File: src/rtl/load_hazard_scoreboard.sv
// Load-use hazard unit: a shift scoreboard of in-flight load destinations
// compared against the decode-stage source operands.

module lhs_slot_match #(
    parameter int REG_AW = 5
) (
    input  logic              v_i,
    input  logic [REG_AW-1:0] dst_i,
    input  logic [REG_AW-1:0] rs_i,
    input  logic [REG_AW-1:0] rt_i,
    output logic              rs_hit_o,
    output logic              rt_hit_o
);
    assign rs_hit_o = v_i && (dst_i == rs_i);
    assign rt_hit_o = v_i && (dst_i == rt_i);
endmodule

module load_hazard_scoreboard #(
    parameter int REG_AW   = 5,
    parameter int OPC_W    = 6,
    parameter int LOAD_LAT = 1,
    parameter int CNT_W    = 16
) (
    input  logic                clk,
    input  logic                reset,
    input  logic                iss_valid,
    input  logic [OPC_W-1:0]    iss_opcode,
    input  logic [REG_AW-1:0]   iss_rdef,
    input  logic                flush,
    input  logic                dec_valid,
    input  logic [REG_AW-1:0]   dec_rs,
    input  logic [REG_AW-1:0]   dec_rt,
    input  logic                dec_use_rs,
    input  logic                dec_use_rt,
    output logic                stall,
    output logic [1:0]          hazard_src,
    output logic [LOAD_LAT-1:0] pending,
    output logic [CNT_W-1:0]    stall_cnt
);
    if (LOAD_LAT < 1 || LOAD_LAT > 7) begin : g_bad_lat
        $fatal(1, "load_hazard_scoreboard: LOAD_LAT must be in 1..7");
    end

    logic                             is_load;
    logic                             cap;
    logic [LOAD_LAT-1:0]              v_q, v_d;
    logic [LOAD_LAT-1:0][REG_AW-1:0]  dst_q, dst_d;
    logic [LOAD_LAT-1:0]              rs_hit, rt_hit;
    logic                             rs_match, rt_match;
    logic [CNT_W-1:0]                 cnt_q, cnt_d;
    logic                             unused_opc;

    assign is_load    = (iss_opcode[OPC_W-1 -: 3] == 3'b100);
    assign unused_opc = ^iss_opcode[OPC_W-4:0];
    // $zero loads are never tracked, so a slot can only hold a real destination
    assign cap        = iss_valid && is_load && !flush && (iss_rdef != '0);

    always_comb begin
        v_d   = '0;
        dst_d = dst_q;
        for (int k = 0; k < LOAD_LAT - 1; k++) begin
            v_d[k]   = v_q[k+1];
            dst_d[k] = dst_q[k+1];
        end
        v_d[LOAD_LAT-1]   = cap;
        dst_d[LOAD_LAT-1] = iss_rdef;
    end

    for (genvar g = 0; g < LOAD_LAT; g++) begin : g_slot
        lhs_slot_match #(.REG_AW(REG_AW)) u_match (
            .v_i     (v_q[g]),
            .dst_i   (dst_q[g]),
            .rs_i    (dec_rs),
            .rt_i    (dec_rt),
            .rs_hit_o(rs_hit[g]),
            .rt_hit_o(rt_hit[g])
        );
    end

    assign rs_match   = dec_use_rs && (dec_rs != '0) && (|rs_hit);
    assign rt_match   = dec_use_rt && (dec_rt != '0) && (|rt_hit);
    assign stall      = dec_valid && !flush && (rs_match || rt_match);
    assign hazard_src = stall ? {rt_match, rs_match} : 2'b00;
    assign pending    = v_q;
    assign stall_cnt  = cnt_q;

    // Saturate rather than wrap so long-running profiles stay monotonic
    assign cnt_d = (stall && (cnt_q != '1)) ? cnt_q + CNT_W'(1) : cnt_q;

    always_ff @(posedge clk or negedge reset) begin
        if (!reset) begin
            v_q   <= '0;
            dst_q <= '0;
            cnt_q <= '0;
        end else begin
            v_q   <= v_d;
            dst_q <= dst_d;
            cnt_q <= cnt_d;
        end
    end
endmodule

File: config.mk
export PLATFORM = sky130hd
export DESIGN_NAME = load_hazard_scoreboard
export DESIGN_NICKNAME = d
export VERILOG_FILES = /design/src/rtl/load_hazard_scoreboard.sv
export SDC_FILE = /design/constraint.sdc
export NUM_CORES = 1
export LEC_CHECK = 0
export BUFFER_PORTS_ARGS = -buffer_cell sky130_fd_sc_hd__buf_2
export CORE_ASPECT_RATIO = 0.6
export CORE_MARGIN = 8
export CORE_UTILIZATION = 45
export DETAILED_ROUTE_END_ITERATION = 8
export GPL_TIMING_DRIVEN = 0
export PLACE_DENSITY_LB_ADDON = 0.1
export SETUP_SLACK_MARGIN = 0.02
export SLEW_MARGIN = 10
export SYNTH_ARGS = -nofsm -noshare
export SYNTH_HDL_FRONTEND = slang
export SYNTH_SLANG_ARGS = --single-unit
File: constraint.sdc
create_clock -name clk -period 3.3 [get_ports clk]
set_input_delay 0.165 -clock clk [delete_from_list [all_inputs] [get_ports clk]]
set_output_delay 0.165 -clock clk [all_outputs]
set_load 0.05 [all_outputs]
# Yosys cells after proc, flatten, opt, wreduce, memory -nomap -nowiden
# Index checks and enable logic that the tools add are counted.
# word_totals
inputBits,28
rom_bits,0
latchBits,0
mem_bits_rw,0
elab_cells,26
regBits,22
memories,0
out_inout_bits,20
# classes
div,0
n_bitwise,0
eq_ne,4
mux,1
magnitude_cmp,0
reduce_logical,17
multipliers,0
shifts,0
n_addsub,1
# ops
cell,count
$add 16x1->16 const B,1
$ne 16x16->1 const B,1
$reduce_bool 5->1,3
$logic_and 1x1->1,12
$eq 5x5->1,2
$eq 3x3->1 const B,1
$mux 2,1
$logic_not 1->1,1
$logic_or 1x1->1,1

# Depth between registers and ports, before layout
# depth
word_depth,6
ltp_mapped,8
ltp_nobuf,7

# Hierarchy
# Synthesis repeated with hierarchy kept, for this count alone.
# unflattened
cells_unflattened,99
hier_area_um2,1118.6
# by_module_without_submodules
mod,cells_each,area_per_inst_um2,n_inst,seq_area_each_um2
load_hazard_scoreboard,85,1006.0,1,550.5
lhs_slot_match,14,112.6,1,0.0

# Worst setup path after synthesis
# No wires, ideal clock.
# synth_timing
path_type,register -> register
start,reg v_q (netlist: pending)
end,reg cnt_q[15] (netlist: stall_cnt[15])
path_buffers,0
synth_period_minus_slack_ns,2.247
setup_ns,0.141
path_stages_with_launch,7
slack_ns,1.053
t_arrival_ns,2.106
t_required_ns,3.159
path_cell_list,dfrtp_1 > and3b_1 > nand3_1 > or4_4 > nand2_1 > nand4_1 > xnor2_1
# synth_between
elab_chain_cells,5
elab_cells_between_ends,7
classes_between,7 x reduce/logical
# synth_rtl
item,line_no,rtl
from (decl),46,"logic [LOAD_LAT-1:0] v_q, v_d;"
from (signal assigned),96,v_q <= v_d;
"$logic_and 1x1->1, on equally long branches","14, 15",
"$logic_and 1x1->1, on equally long branches","80, 81",
$logic_or 1x1->1 (*),82,assign stall = dec_valid && !flush && (rs_match || rt_match);
$logic_and 1x1->1 (*),82,
named net stall,35,"output logic stall,"
$logic_and 1x1->1 (*),88,assign cnt_d = (stall && (cnt_q != '1)) ? cnt_q + CNT_W'(1) : cnt_q;
to (signal assigned),98,cnt_q <= cnt_d;
to (decl),50,"logic [CNT_W-1:0] cnt_q, cnt_d;"
# Mark *: on every way through the listed nets, which the timed path passes. The rest lies on a longest branch.
# A chain may end at the register's enable or synchronous reset.

# Worst setup path after layout
# layout_timing
start,reg dst_q[0] in the netlist's numbering
end,out stall
# layout_between
elab_chain_cells,5
elab_cells_between_ends,8
classes_between,2 x eq/ne; 6 x reduce/logical
# layout_rtl
item,line_no,rtl
from (decl),47,"logic [LOAD_LAT-1:0][REG_AW-1:0] dst_q, dst_d;"
from (signal assigned),97,dst_q <= dst_d;
"$eq 5x5->1, on equally long branches","14, 15",
"$logic_and 1x1->1, on equally long branches","14, 15",
"$logic_and 1x1->1, on equally long branches","80, 81",
$logic_or 1x1->1 (*),82,
$logic_and 1x1->1 (*),82,
to (decl),35,
# Every way passes the cells marked *; elsewhere a longest branch is shown, timed or not.

==> results.yml <==
sta:
  min_period_over_period_pct: 64.0
  relSlewSlack_pct: 66.4
  rsz0062_at_grt: "false"
  skew_ps: 1.40
  finalSetupViolations: 0
  drv_slew: 0
  period_needed_ps: 2110
  setup-tns-final_ps: 0
  max_freq_mhz: 474
  worstMarginPinSlew_ps: 505
  hold_viol: 0
power:
  ir_worst_vdd_mv: 0.220
  p_total_mw: 0.569
  p_per_area_mw_per_mm2: 388
  power_leakage_nw: 0.759
critical_path:
  cpLargestDelayFamily: "simple AND/OR/NAND/NOR gates"
  worstPathMaxFanout: 4
  cp_common_cell: "nand2_1"
  crit_chain: "xnor2_1 > nand2_1 > or4_4 > nand2_1 > buf_2"
  cp-start-kind: "flop"
  endpoint_kind: "primary output"
  arrival_ps: 1950
  worstPathRequired_ps: 3130
  cp_slowest_cell: "or4_4"
  critPathBufInv: 1
  critPathMaxStageDelay_ps: 570
  crit_type: "flop to primary output"
clocking:
  clkSinkCount: 22
  cts.repair.resized: 0
  cts-buffers-inserted: 3
  htree_num_levels: 1
  root_buffer: "clkbuf_8"
  clkSlewWorstSetupHoldPaths_ps: 80
  clk-insertion-delay-late_ps: 260
  clock_path_buffers: 2
  cts_tree: "built"
synthesis:
  async_flop_share_pct: 100
  netlist_area_mm2: 0.00110
  synth_cells: 104
  synth_cell_type_count: 27
  yosysWarnings: 0
  syn_nets: 133
  avgSynthCellArea_um2: 10.6
  seq_area_frac_synth_pct: 49.9
  synth_ff_type: "dfrtp_1"
  synth-seq-cells: 22
  synth_edf_count: 0
flow_run:
  max-cap-violations: 0
die:
  fp-row-count: 14
  dieHeight_um: 54.4
  start_util_pct: 45.7
  core_mm2: 0.00242
  die_width_um: 79.9
  dieArea_mm2: 0.00434
  pin_count: 48
place:
  hpwl_mm: 2.17
  portBuffers: 44
  routabilityCongestion: 0.779
  dpl-instance-area_mm2: 0.00136
routing:
  ant_nets: 0
  wl_per_cell_um: 14.6
  drtIter0Drc: 88
  drt_wl_total_mm: 2.73
  vias_per_cell: 4.99
  via_count: 933
  first_pass_iters: 4
  drc_errors: 0
grt:
  grt_usage_pct: 13.0
  grt_max_degree: 23
  grt_pass1_wl_mm: 4.37
  grt_pass1_vias: 1004
  grt_antenna_before_repair: 0
  gr-total-overflow: 0
finish:
  area_growth_syn_to_layout_pct: 32.8
  nets: 185
  drive_above_1_share_pct: 34.8
  fin_area_mm2: 0.00147
  diodes: 0
  fill_cells: 232
  final_core_util_pct: 60.6
worst_hold_path:
  hold_class: "input pin to flop"
status:
  status: "finished clean"
metal layers:
metal / vias up / track usage, % / share of wire, %
met2: 28 / 21.2 / 46
met1: 440 / 15.9 / 47
li1: 462 / - / -
met4: 0 / 5.39 / 0.59
met3: 3 / 3.93 / 5.9
met5: - / 0 / 0
flip-flops by register name (all words and copies together), names as in the netlist:
register / flops
stall_cnt: 16
dst_q: 5
pending: 1
worst register-to-register path: stages (launching register included):
cell and delay, ps:
dfrtp_1 420, xnor2_1 170, nand2_1 80, or4_4 570
a21oi_4 210, buf_6 170, nand4_1 130, xnor2_1 140
synthesized netlist by cell type, types with 2 or more instances:
library cell  instances  share of area (%)
a21oi_1               3                1.4
and3_1                3                1.7
dfrtp_1              22                 50
inv_1                 5                1.7
nand2_1              11                3.7
nand3_1               7                3.2
nand4_1               7                4.0
nor2_1                6                2.0
or4_1                 2                1.4
xnor2_1              18                 14
xor2_1                4                3.2
final timing paths:
check / to / depth (start not counted) / start / slack, ps
worst max-delay path: stall / 5 / dst_q[0] / 1190
worst min-delay path: dst_q[1] / 1 / iss_rdef[1] / 20
worst max register to register: stall_cnt[3] / 7 / dst_q[0] / 1300
worst min register to register: stall_cnt[15] / 1 / stall_cnt[15] / 480
max in group asynchronous: stall_cnt[11] / 2 / reset / 2560
min in group asynchronous: pending / 2 / reset / 400
placed cells by master (no fill, tap or decap):
master	Yosys	routed
or4_1	2	2
nand3b_1	1	1
xnor2_1	18	18
a21oi_1	3	3
and3b_1	1	1
nor3_1	1	1
o21bai_1	1	1
dlygate4sd3_1	0	3
clkbuf_8	0	3
mux2i_1	1	1
buf_6	1	1
or4_4	1	1
bufinv_16	0	1
a2111oi_1	1	1
nand4_1	7	7
inv_2	1	1
o21ai_0	1	1
and4_1	1	1
nor2_1	6	6
ha_1	1	1
nand3_1	7	7
nor4_1	1	1
dfrtp_1	22	22
a21oi_4	1	1
inv_1	5	5
mux2_2	1	1
xor2_1	4	4
a2111oi_2	1	1
and3_1	3	3
buf_2	0	44
nand2_1	11	11
cell type report:
cell class | count | area, um2 | share of cell area (%)
Sequential cell | 22 | 551 | 37.6
Multi-Input combinational cell | 75 | 519 | 35.4
Timing Repair Buffer | 47 | 250 | 17.1
Clock buffer | 3 | 41.3 | 2.82
Tap cell | 32 | 40.0 | 2.73
Clock inverter | 1 | 30.0 | 2.05
Inverter | 6 | 22.5 | 1.54
Buffer | 1 | 11.3 | 0.769
power breakdown:
group / switching [mW] / leakage, nW / internal (mW)
registers: 0.00399 / 0.290 / 0.273
clock network: 0.0888 / 0.0357 / 0.162
logic: 0.0198 / 0.433 / 0.0212
repair_timing:
| item | 4_1_cts | 5_1_grt |
|---|---|---|
| hold buffers | 1 | 2 |
| endpoints found under the setup margin | 0 | 0 |
| hold endpoints to repair | 22 | 2 |
| setup buffers | 0 | 0 |
stage by stage:
stage | instances | hold WS, ps | setup WS [ps]
after floorplan | 104 | -131 | 1050
after global placement | 180 | 154 | 1360
after detailed placement | 180 | 156 | 1320
after CTS | 185 | 7.83 | 1170
after global routing | 187 | 4.72 | 1070
final | 187 | 17.4 | 1190
logic make-up after synthesis:
family / share of synthesized area (%)
muxes: 1.93
DFF: 49.9
xor gates and xnor gates: 17.5
and+or+nand+nor: 20.3
AOI/OAI and AO/OA: 6.24
buffers and inverters: 3.06
adders and majority gates: 1.13
Note: power is estimated with default switching activity, not from simulation.
